$ cat src/rtl/frame_serializer_pkg.sv
// Shared types and constants for the telemetry frame serializer.
package frame_serializer_pkg;

  localparam int unsigned WORD_W_DEF = 8;
  localparam int unsigned WORDS_DEF  = 8;
  localparam int unsigned RD_LAT_DEF = 2;
  localparam int unsigned AW_DEF     = 3;
  localparam int unsigned SYNC_BITS  = 16;
  localparam logic [SYNC_BITS-1:0] SYNC_DEF = 16'hF3A0;
  localparam int unsigned FRAME_BITS = SYNC_BITS + WORDS_DEF * WORD_W_DEF;

  typedef enum logic [1:0] {
    ST_IDLE = 2'd0,
    ST_SYNC = 2'd1,
    ST_DATA = 2'd2
  } state_e;

endpackage

$ cat src/rtl/frame_serializer_if.sv
// Word-store read port plus serial line outputs of the frame serializer.
interface frame_serializer_if
  import frame_serializer_pkg::*;
#(
  parameter int unsigned WORD_W = WORD_W_DEF,
  parameter int unsigned AW     = AW_DEF
);
  logic              rd_en;
  logic [AW-1:0]     rd_addr;
  logic [WORD_W-1:0] rd_data;
  logic              txd;
  logic              bit_stb;
  logic              frame_sync;
  logic              busy;
  logic              ovr;

  modport master (
    output rd_en, rd_addr, txd, bit_stb, frame_sync, busy, ovr,
    input  rd_data
  );

  modport slave (
    input  rd_en, rd_addr, txd, bit_stb, frame_sync, busy, ovr,
    output rd_data
  );
endinterface

$ cat src/rtl/frame_serializer_edge_tick.sv
// Registered rising-edge detector for a divided-clock level sampled in the clk80 domain.
module edge_tick (
  input  logic clk,
  input  logic reset,
  input  logic level,
  output logic tick
);
  logic prev;

  always_ff @(posedge clk or negedge reset) begin
    if (!reset) begin
      prev <= 1'b0;
      tick <= 1'b0;
    end else begin
      prev <= level;
      tick <= level & ~prev;
    end
  end
endmodule

$ cat src/rtl/frame_serializer.sv
// Serializes one frame (sync marker + WORDS data words, MSB first) per frame tick,
// one bit per bit tick, fetching words through a fixed-latency read port.
module frame_serializer
  import frame_serializer_pkg::*;
#(
  parameter int unsigned          WORD_W = WORD_W_DEF,
  parameter int unsigned          WORDS  = WORDS_DEF,
  parameter logic [SYNC_BITS-1:0] SYNC   = SYNC_DEF,
  parameter int unsigned          RD_LAT = RD_LAT_DEF,
  parameter int unsigned          AW     = AW_DEF
) (
  input  logic                clk80,
  input  logic                reset,
  input  logic                clk640k,
  input  logic                clk8k,
  frame_serializer_if.master  bus
);
  localparam int unsigned CNT_W = 4;
  localparam logic [CNT_W-1:0] SYNC_LAST = CNT_W'(SYNC_BITS - 1);
  localparam logic [CNT_W-1:0] WORD_LAST = CNT_W'(WORD_W - 1);
  localparam logic [AW-1:0]    LAST_WORD = AW'(WORDS - 1);

  logic bit_tick, frame_tick;

  edge_tick u_bit_edge   (.clk(clk80), .reset(reset), .level(clk640k), .tick(bit_tick));
  edge_tick u_frame_edge (.clk(clk80), .reset(reset), .level(clk8k),   .tick(frame_tick));

  state_e              state_q, state_d;
  logic                pending_q, pending_d;
  logic                ovr_q, ovr_d;
  logic [CNT_W-1:0]    bit_cnt_q, bit_cnt_d;
  logic [AW-1:0]       word_cnt_q, word_cnt_d;
  logic [WORD_W-1:0]   shreg_q, shreg_d;
  logic [WORD_W-1:0]   hold_q, hold_d;
  logic [RD_LAT-1:0]   rd_pipe_q, rd_pipe_d;
  logic                txd_q, txd_d;
  logic                bit_stb_q, bit_stb_d;
  logic                fsync_q, fsync_d;
  logic                busy_q, busy_d;
  logic                rd_en_q, rd_en_d;
  logic [AW-1:0]       rd_addr_q, rd_addr_d;

  logic             field_end, frame_end, start;
  logic [CNT_W-1:0] sync_idx;

  assign field_end = (state_q == ST_DATA) && (bit_cnt_q == WORD_LAST);
  assign frame_end = field_end && (word_cnt_q == LAST_WORD);
  assign start     = bit_tick && pending_q && ((state_q == ST_IDLE) || frame_end);
  assign sync_idx  = CNT_W'(SYNC_BITS - 2) - bit_cnt_q;

  // Next-state and output decode; a frame start overrides the end-of-frame return to idle.
  always_comb begin
    state_d    = state_q;
    pending_d  = pending_q;
    ovr_d      = ovr_q;
    bit_cnt_d  = bit_cnt_q;
    word_cnt_d = word_cnt_q;
    shreg_d    = shreg_q;
    txd_d      = txd_q;
    fsync_d    = fsync_q;
    busy_d     = busy_q;
    rd_addr_d  = rd_addr_q;
    bit_stb_d  = 1'b0;
    rd_en_d    = 1'b0;
    rd_pipe_d  = RD_LAT'({rd_pipe_q, rd_en_q});
    hold_d     = rd_pipe_q[RD_LAT-1] ? bus.rd_data : hold_q;

    if (frame_tick) begin
      pending_d = 1'b1;
      if (pending_q) ovr_d = 1'b1;
    end else if (start) begin
      pending_d = 1'b0;
    end

    if (bit_tick) begin
      case (state_q)
        ST_SYNC: begin
          bit_stb_d = 1'b1;
          if (bit_cnt_q == SYNC_LAST) begin
            state_d    = ST_DATA;
            bit_cnt_d  = '0;
            word_cnt_d = '0;
            shreg_d    = hold_q << 1;
            txd_d      = hold_q[WORD_W-1];
            fsync_d    = 1'b0;
            rd_en_d    = (WORDS > 1);
            rd_addr_d  = AW'(1);
          end else begin
            bit_cnt_d = bit_cnt_q + CNT_W'(1);
            txd_d     = SYNC[sync_idx];
          end
        end
        ST_DATA: begin
          bit_stb_d = 1'b1;
          if (!field_end) begin
            bit_cnt_d = bit_cnt_q + CNT_W'(1);
            txd_d     = shreg_q[WORD_W-1];
            shreg_d   = shreg_q << 1;
          end else if (!frame_end) begin
            word_cnt_d = word_cnt_q + AW'(1);
            bit_cnt_d  = '0;
            shreg_d    = hold_q << 1;
            txd_d      = hold_q[WORD_W-1];
            rd_en_d    = (word_cnt_q + AW'(1)) != LAST_WORD;
            rd_addr_d  = word_cnt_q + AW'(2);
          end else begin
            state_d    = ST_IDLE;
            bit_cnt_d  = '0;
            word_cnt_d = '0;
            txd_d      = 1'b0;
            fsync_d    = 1'b0;
            busy_d     = 1'b0;
          end
        end
        default: ;
      endcase

      if (start) begin
        state_d    = ST_SYNC;
        bit_cnt_d  = '0;
        word_cnt_d = '0;
        txd_d      = SYNC[SYNC_BITS-1];
        fsync_d    = 1'b1;
        busy_d     = 1'b1;
        bit_stb_d  = 1'b1;
        rd_en_d    = 1'b1;
        rd_addr_d  = '0;
      end
    end
  end

  always_ff @(posedge clk80 or negedge reset) begin
    if (!reset) begin
      state_q    <= ST_IDLE;
      pending_q  <= 1'b0;
      ovr_q      <= 1'b0;
      bit_cnt_q  <= '0;
      word_cnt_q <= '0;
      shreg_q    <= '0;
      hold_q     <= '0;
      rd_pipe_q  <= '0;
      txd_q      <= 1'b0;
      bit_stb_q  <= 1'b0;
      fsync_q    <= 1'b0;
      busy_q     <= 1'b0;
      rd_en_q    <= 1'b0;
      rd_addr_q  <= '0;
    end else begin
      state_q    <= state_d;
      pending_q  <= pending_d;
      ovr_q      <= ovr_d;
      bit_cnt_q  <= bit_cnt_d;
      word_cnt_q <= word_cnt_d;
      shreg_q    <= shreg_d;
      hold_q     <= hold_d;
      rd_pipe_q  <= rd_pipe_d;
      txd_q      <= txd_d;
      bit_stb_q  <= bit_stb_d;
      fsync_q    <= fsync_d;
      busy_q     <= busy_d;
      rd_en_q    <= rd_en_d;
      rd_addr_q  <= rd_addr_d;
    end
  end

  assign bus.rd_en      = rd_en_q;
  assign bus.rd_addr    = rd_addr_q;
  assign bus.txd        = txd_q;
  assign bus.bit_stb    = bit_stb_q;
  assign bus.frame_sync = fsync_q;
  assign bus.busy       = busy_q;
  assign bus.ovr        = ovr_q;
endmodule

$ cat src/flat_wrapper.sv
// flat-port wrapper written by rule: the top's interface ports become plain ports
module frame_serializer_flat import frame_serializer_pkg::*;
#(
  parameter int unsigned          WORD_W = WORD_W_DEF,
  parameter int unsigned          WORDS  = WORDS_DEF,
  parameter logic [SYNC_BITS-1:0] SYNC   = SYNC_DEF,
  parameter int unsigned          RD_LAT = RD_LAT_DEF,
  parameter int unsigned          AW     = AW_DEF
)
  (clk80, reset, clk640k, clk8k, bus_rd_en, bus_rd_addr, bus_txd, bus_bit_stb, bus_frame_sync, bus_busy, bus_ovr, bus_rd_data);
  frame_serializer_if #(.WORD_W(WORD_W), .AW(AW)) bus_i ();
  input  logic clk80;
  input  logic reset;
  input  logic clk640k;
  input  logic clk8k;
  output wire logic [$bits(bus_i.rd_en)-1:0] bus_rd_en;
  output wire logic [$bits(bus_i.rd_addr)-1:0] bus_rd_addr;
  output wire logic [$bits(bus_i.txd)-1:0] bus_txd;
  output wire logic [$bits(bus_i.bit_stb)-1:0] bus_bit_stb;
  output wire logic [$bits(bus_i.frame_sync)-1:0] bus_frame_sync;
  output wire logic [$bits(bus_i.busy)-1:0] bus_busy;
  output wire logic [$bits(bus_i.ovr)-1:0] bus_ovr;
  input wire logic [$bits(bus_i.rd_data)-1:0] bus_rd_data;
  assign bus_rd_en = bus_i.rd_en;
  assign bus_rd_addr = bus_i.rd_addr;
  assign bus_txd = bus_i.txd;
  assign bus_bit_stb = bus_i.bit_stb;
  assign bus_frame_sync = bus_i.frame_sync;
  assign bus_busy = bus_i.busy;
  assign bus_ovr = bus_i.ovr;
  assign bus_i.rd_data = bus_rd_data;
  frame_serializer #(.WORD_W(WORD_W), .WORDS(WORDS), .SYNC(SYNC), .RD_LAT(RD_LAT), .AW(AW)) u_core (.clk80(clk80), .reset(reset), .clk640k(clk640k), .clk8k(clk8k), .bus(bus_i));
endmodule
$ cat config.mk
export PLATFORM = sky130hd
export DESIGN_NAME = frame_serializer_flat
export DESIGN_NICKNAME = d
export VERILOG_FILES = /design/src/rtl/frame_serializer_pkg.sv /design/src/rtl/frame_serializer_if.sv /design/src/rtl/frame_serializer_edge_tick.sv /design/src/rtl/frame_serializer.sv /design/src/flat_wrapper.sv
export SDC_FILE = /design/constraint.sdc
export NUM_CORES = 1
export LEC_CHECK = 0
export ABC_AREA = 0
export CAP_MARGIN = 20
export CORE_ASPECT_RATIO = 0.5
export CORE_UTILIZATION = 40
export DETAILED_ROUTE_END_ITERATION = 8
export PLACE_DENSITY_LB_ADDON = 0.08
export SLEW_MARGIN = 5
export SYNTH_ARGS = -nofsm -noshare
export SYNTH_HDL_FRONTEND = slang
export SYNTH_SLANG_ARGS = --single-unit
$ cat constraint.sdc
create_clock -name clk80 -period 1.6 [get_ports clk80]
set_input_delay 0.24 -clock clk80 [delete_from_list [all_inputs] [get_ports clk80]]
set_output_delay 0.24 -clock clk80 [all_outputs]
set_load 0.1 [all_outputs]
* Word-level counts from Yosys, hierarchy flattened *
Memories as Yosys holds them, arrays and structs flattened.
Index checks and enable logic that the tools add are counted.
W data, S select, Z words.

storage, ports and cells
  output and inout port bits = 9
  memories kept = 1
  logic and storage cells = 107
  input bits = 12
  bits in registers = 41
  memory bits (read-only) = 16

operators by class
  magnitude comparators = 1
  equality and inequality tests = 12
  mux-type cells = 47
  bitwise gates (word level) = 4
  add/subtract/negate cells = 4
  reduce and logical (&&, ||, !) cells = 20

memory list
  memory           words  width  read ports  clocked after memory_dff  wr ports  RTL line                source
  (no name shown)  16     1      1           0                         0         frame_serializer.sv:90  txd_d = SYNC[sync_idx];

operator list
  kind                   count
  $mux W3                8
  $mux W8                3
  $mux W1                21
  $pmux W8 S2            1
  $mux W4                3
  $pmux W3 S2            2
  $reduce_and A4 Y1      3
  $reduce_and A5 Y1      2
  $reduce_bool A2 Y1     5
  $ne A3 B1 Y1 const B   3
  $ne A3 B3 Y1 const B   3
  $mux W2                4
  $pmux W4 S2            1
  $pmux W1 S2            3
  $lt A4 B5 Y1 const B   1
  $add A4 B1 Y4 const B  1
  $eq A4 B3 Y1 const B   1
  $eq A4 B4 Y1 const B   1
  $logic_and A1 B1 Y1    4
  $pmux W2 S2            1
  $reduce_and A2 Y1      2
  $sub A4 B4 Y4 const A  1
  $add A3 B1 Y3 const B  1
  $add A3 B2 Y3 const B  1
  10 further kinds       12

* Longest topological paths before layout *
  depth after elaboration = 8
  depth in mapped cells = 8
  gate-level depth less buffers = 6

* Hierarchy *
From an unflattened synthesis, not the netlist that was laid out.

second synthesis, totals
  cell total of the unflattened synthesis = 166
  area, all modules = 1976.9 µm²

modules (own cells, without submodules)
  module            instances  area each (µm²)  cells each  sequential area each (µm²)
  frame_serializer  1          1849.3           160         875.8
  edge_tick         2          63.8             3           50.0

* Least setup slack after synthesis *
OpenSTA, ideal clock, no wires.

  path kind = reg2reg
  from = register u_core.state_q[0]
  to = register u_core.state_q[0]
  path slack = -0.737 ns
  arrival time = 2.207 ns
  cell stages (with the launch flop) = 8
  period minus slack after synthesis = 2.337 ns
  required time = 1.470 ns
  library setup time = 0.130 ns
  cells stage by stage = dfrtp_1 inv_1 ha_1 and2b_1 a31oi_2 or2_1 buf_2 o21ai_0

on the way
  longest elaborated chain between the ends = 7

RTL lines
  what                                                                 RTL line                                        source
  from (decl)                                                          frame_serializer.sv:28                          state_e state_q, state_d;
  from (signal assigned)                                               frame_serializer.sv:149                         state_q <= state_d;
  $eq A2 B2 Y1                                                         frame_serializer.sv:46, frame_serializer.sv:76
  $logic_and A1 B1 Y1                                                  frame_serializer.sv:46                          assign field_end = (state_q == ST_DATA) && (bit_cnt_q == WORD_LAST);
  $logic_and A1 B1 Y1                                                  frame_serializer.sv:47                          assign frame_end = field_end && (word_cnt_q == LAST_WORD);
  $logic_or A1 B1 Y1                                                   frame_serializer.sv:48                          assign start = bit_tick && pending_q && ((state_q == ST_IDLE) || frame_end);
  $logic_and A1 B1 Y1                                                  frame_serializer.sv:48
  $ne A3 B1 Y1 (no line) / $reduce_bool A3 Y1 (equally long branches)  -
  $reduce_and A5 Y1 (no line)                                          -

Several ways; a longest one is shown, not always the timed one.
A chain may end at the register's enable or synchronous reset.

* Worst setup path in the final report *
  from = register u_core.state_q[0]
  to = register u_core.pending_q

on the way
  longest elaborated chain between the ends = 6

RTL lines
  what                              RTL line                 source
  $eq A2 B2 Y1                      frame_serializer.sv:46
  $logic_and A1 B1 Y1               frame_serializer.sv:46
  $logic_and A1 B1 Y1               frame_serializer.sv:47
  $logic_or A1 B1 Y1 (*)            frame_serializer.sv:48
  $logic_and A1 B1 Y1 (*)           frame_serializer.sv:48
  $reduce_bool A2 Y1 (no line) (*)  -
  to (signal assigned)              frame_serializer.sv:150  pending_q <= pending_d;
  to (decl)                         frame_serializer.sv:29   logic pending_q, pending_d;

Mark *: on every way between the ends. The rest lies on a longest branch, timed or not.

==> results.yml <==
status:
  status: "finished, violations left"
  failed_checks: "negative setup slack"
global_routing:
  met3_usage: 0.0460
  grt_pass1_vias: 1410
  grtUsageMet2: 0.294
  grt_max_degree: 25
  antenna_found_initial: 0
  grt_usage: 0.188
  grt_busiest_layer: "met2"
  grt_pass1_wl_um: 6970
  grt_use_met1: 0.258
  grt-ovfl-total: 0
yosys:
  ys_warn_count: 0
  ys.flop_type: "dfrtp_1"
  syn_area_per_cell_sq_um: 10.6
  synth_edf_count: 0
  synth.distinct_cells: 44
  synth_area_leader_cell: "dfrtp_1"
  syn-num-nets: 198
  ys_async_sr_fraction: 1.00
  synth-seq-cells: 39
  synth.top_cell.area_share: 0.519
  synth-seq-area-share: 0.519
  synth.area.top_cells: "dfrtp_1, ha_1, nand2_1, mux2_2, a21oi_1"
  syn-instance-count: 178
  synthesis.area_sq_um: 1880
power:
  pwr-share-comb: 0.533
  power_frac_seq: 0.321
  swShare: 0.419
  p_switching_mw: 2.09
  cellLeakagePower_nw: 1.19
  clkPwrFrac: 0.146
  internal_power_mw: 2.90
  peakVddDrop_mv: 0.732
  power_density_nw_per_um2: 1830
cells_and_area:
  final_cell_mix: "dfrtp_1, buf_4, nand2_1"
  drive_gt1_frac: 0.390
  antenna_cells: 0
  final_common_cell: "dfrtp_1"
  finalNonFillerCells: 285
  area_growth_pct: 44.7
  finish.instance_area_sq_um: 2720
  nets: 247
timing:
  setup_viol: 2
  min_period_ns: 1.60
  slew_headroom: 0.636
  clock_skew_ns: 0.00373
  tightest_slew_ns: 0.546
  maxSlewViolCount: 0
  fmax_ghz: 0.624
  fin_crit_sh: 1.00
  finalSetupTns_ns: -0.00409
  rsz0062_at_grt: "true"
  finalHoldViolations: 0
  layout_setup_ws_ns: -0.00275
placement:
  post-place-cells: 273
  place_congestion: 0.829
  place_ws_ns: -0.241
  dpl_cell_area_sq_um: 2470
  dpl.hpwl_um: 3100
  port_buffers: 20
floorplan:
  fp-row-count: 17
  dieArea_sq_um: 5000
  io_pins: 21
  core_area_sq_um: 4450
  die_x_um: 99.0
  start_util: 0.423
  die_y_um: 50.5
clocking:
  tritoncts: "built"
  clock_path_buffers: 2
  ctsRootBufferMaster: "clkbuf_8"
  clk_pin_slew_ns: 0.08
  htreeDepth: 2
  clock_latency_ns: 0.29
  clock-sinks: 39
  cts-buffers-inserted: 5
worst_setup_path:
  startpoint_type: "flop"
  cp.required_ns: 1.79
  path_max_fanout: 6
  rrSetupSlack_ns: -0.003
  crit_path_end: "u_core.pending_q$_DFFE_PN0P_"
  worstPathArrival_ns: 1.79
  rr_worst_depth: 6
  end_kind: "flop"
  worstSetupStartpoint: "u_core.state_q[0]$_DFFE_PN0P_"
  criticalPathCategory: "reg2reg"
  r2r_end: "u_core.pending_q$_DFFE_PN0P_"
  r2r_start: "u_core.state_q[0]$_DFFE_PN0P_"
routing:
  drtIter0Drc: 70
  wl_um: 4230
  route.detailed.drc: 0
  via_count: 1481
  avgViaCountPerCell: 5.20
  drt-pass1-iter-count: 4
  final_antenna_net_count: 0
  wl_per_cell_um: 14.9
flow_run:
  drv_cap: 0
min_path:
  min_path_type: "reg2reg"
==> Yosys cell counts (2+ instances only) <==
cell / instances
dfrtp_1: 39
nand2_1: 23
a21oi_1: 15
o21ai_0: 13
ha_1: 8
a31oi_1: 7
inv_1: 7
mux2_2: 7
clkbuf_1: 5
buf_2: 4
nand3_1: 4
nor2_1: 4
a21o_1: 3
mux2i_1: 3
xor2_1: 3
a211oi_1: 2
and2_1: 2
nand4_1: 2
nor2b_1: 2
==> what timing repair did <==
action	4_1_cts	5_1_grt
buffers inserted	1	2
pin swaps	2	14
endpoints found under the setup margin	23	23
endpoints found under the hold margin	22	0
gates resized for setup	12	16
gates cloned	0	0
hold buffers	1	0
==> kinds of logic (layout without fill, tap and decap cells) <==
family          after synthesis  after routing  share of synthesized area
compound gates               52             52                      0.182
mux                          10             10                     0.0579
flops                        39             39                      0.519
simple gates                 47             47                      0.125
fa+ha+maj                     8              8                     0.0532
xor+xnor                      4              4                     0.0186
buf+inv                      18             68                     0.0446
==> stage by stage <==
step	hold slack, ns	util	total power [mW]
finish	0.364	0.612	4.99
global route	0.381	0.612	5.30
global placement	0.251	0.555	4.01
floorplan	-0.0556	-	3.15
CTS	0.370	0.594	4.86
detailed placement	0.255	0.555	4.05
==> sequential cells by signal (all words and copies together) (netlist names), 2 cells and up <==
| register | cells |
|---|---|
| u_core.word_cnt_q | 3 |
| u_core.rd_pipe_q | 2 |
| u_core.hold_q | 8 |
| u_core.state_q | 2 |
| u_core.bus.rd_addr | 3 |
| u_core.bit_cnt_q | 4 |
| u_core.shreg_q | 7 |
==> worst max-delay path, cell delays in order, from the launching register on <==
cell and delay, ns:
dfrtp_4 0.51, inv_6 0.08, ha_4 0.12, and2b_2 0.19, a31oi_4 0.11, or2_4 0.32
a21o_1 0.16
==> power groups by stage <==
stage / Combinational [mW] / Sequential, mW / Clock (mW)
after floorplan: 1.14 / 2.01 / 0
after global placement: 2.41 / 1.60 / 0
after detailed placement: 2.44 / 1.61 / 0
after CTS: 2.52 / 1.59 / 0.746
after global routing: 2.86 / 1.65 / 0.788
final: 2.66 / 1.60 / 0.729
==> area by class of cell <==
type	instances	area, sq um
Clock buffer	6	82.6
Clock inverter	2	16.3
Fill cell	379	1720
Inverter	7	31.3
Multi-Input combinational cell	121	997
Sequential cell	39	980
Tap cell	57	71.3
Timing Repair Buffer	53	543
==> layer usage <==
metal / up-vias / routed length, um
met5: - / 0
met4: 0 / 19
met3: 2 / 128
met2: 14 / 1930
met1: 736 / 2160
li1: 729 / -
==> worst min path at each step <==
| stage | from | endpoint | slack (ns) | cells after the start |
|---|---|---|---|---|
| 2_1_floorplan | reset | u_core.bit_cnt_q[0]$_DFFE_PN0P_ | -0.06 | 0 |
| 3_3_place_gp | reset | u_core.bit_cnt_q[1]$_DFFE_PN0P_ | 0.25 | 1 |
| 3_5_place_dp | reset | u_core.bit_cnt_q[0]$_DFFE_PN0P_ | 0.25 | 1 |
| 4_1_cts | u_core.rd_pipe_q[0]$_DFF_PN0_ | u_core.rd_pipe_q[1]$_DFF_PN0_ | 0.37 | 0 |
| 5_1_grt | u_core.rd_pipe_q[0]$_DFF_PN0_ | u_core.rd_pipe_q[1]$_DFF_PN0_ | 0.38 | 0 |
| 6_report | u_core.rd_pipe_q[0]$_DFF_PN0_ | u_core.rd_pipe_q[1]$_DFF_PN0_ | 0.36 | 0 |
Note: power is estimated with default switching activity, not from simulation.
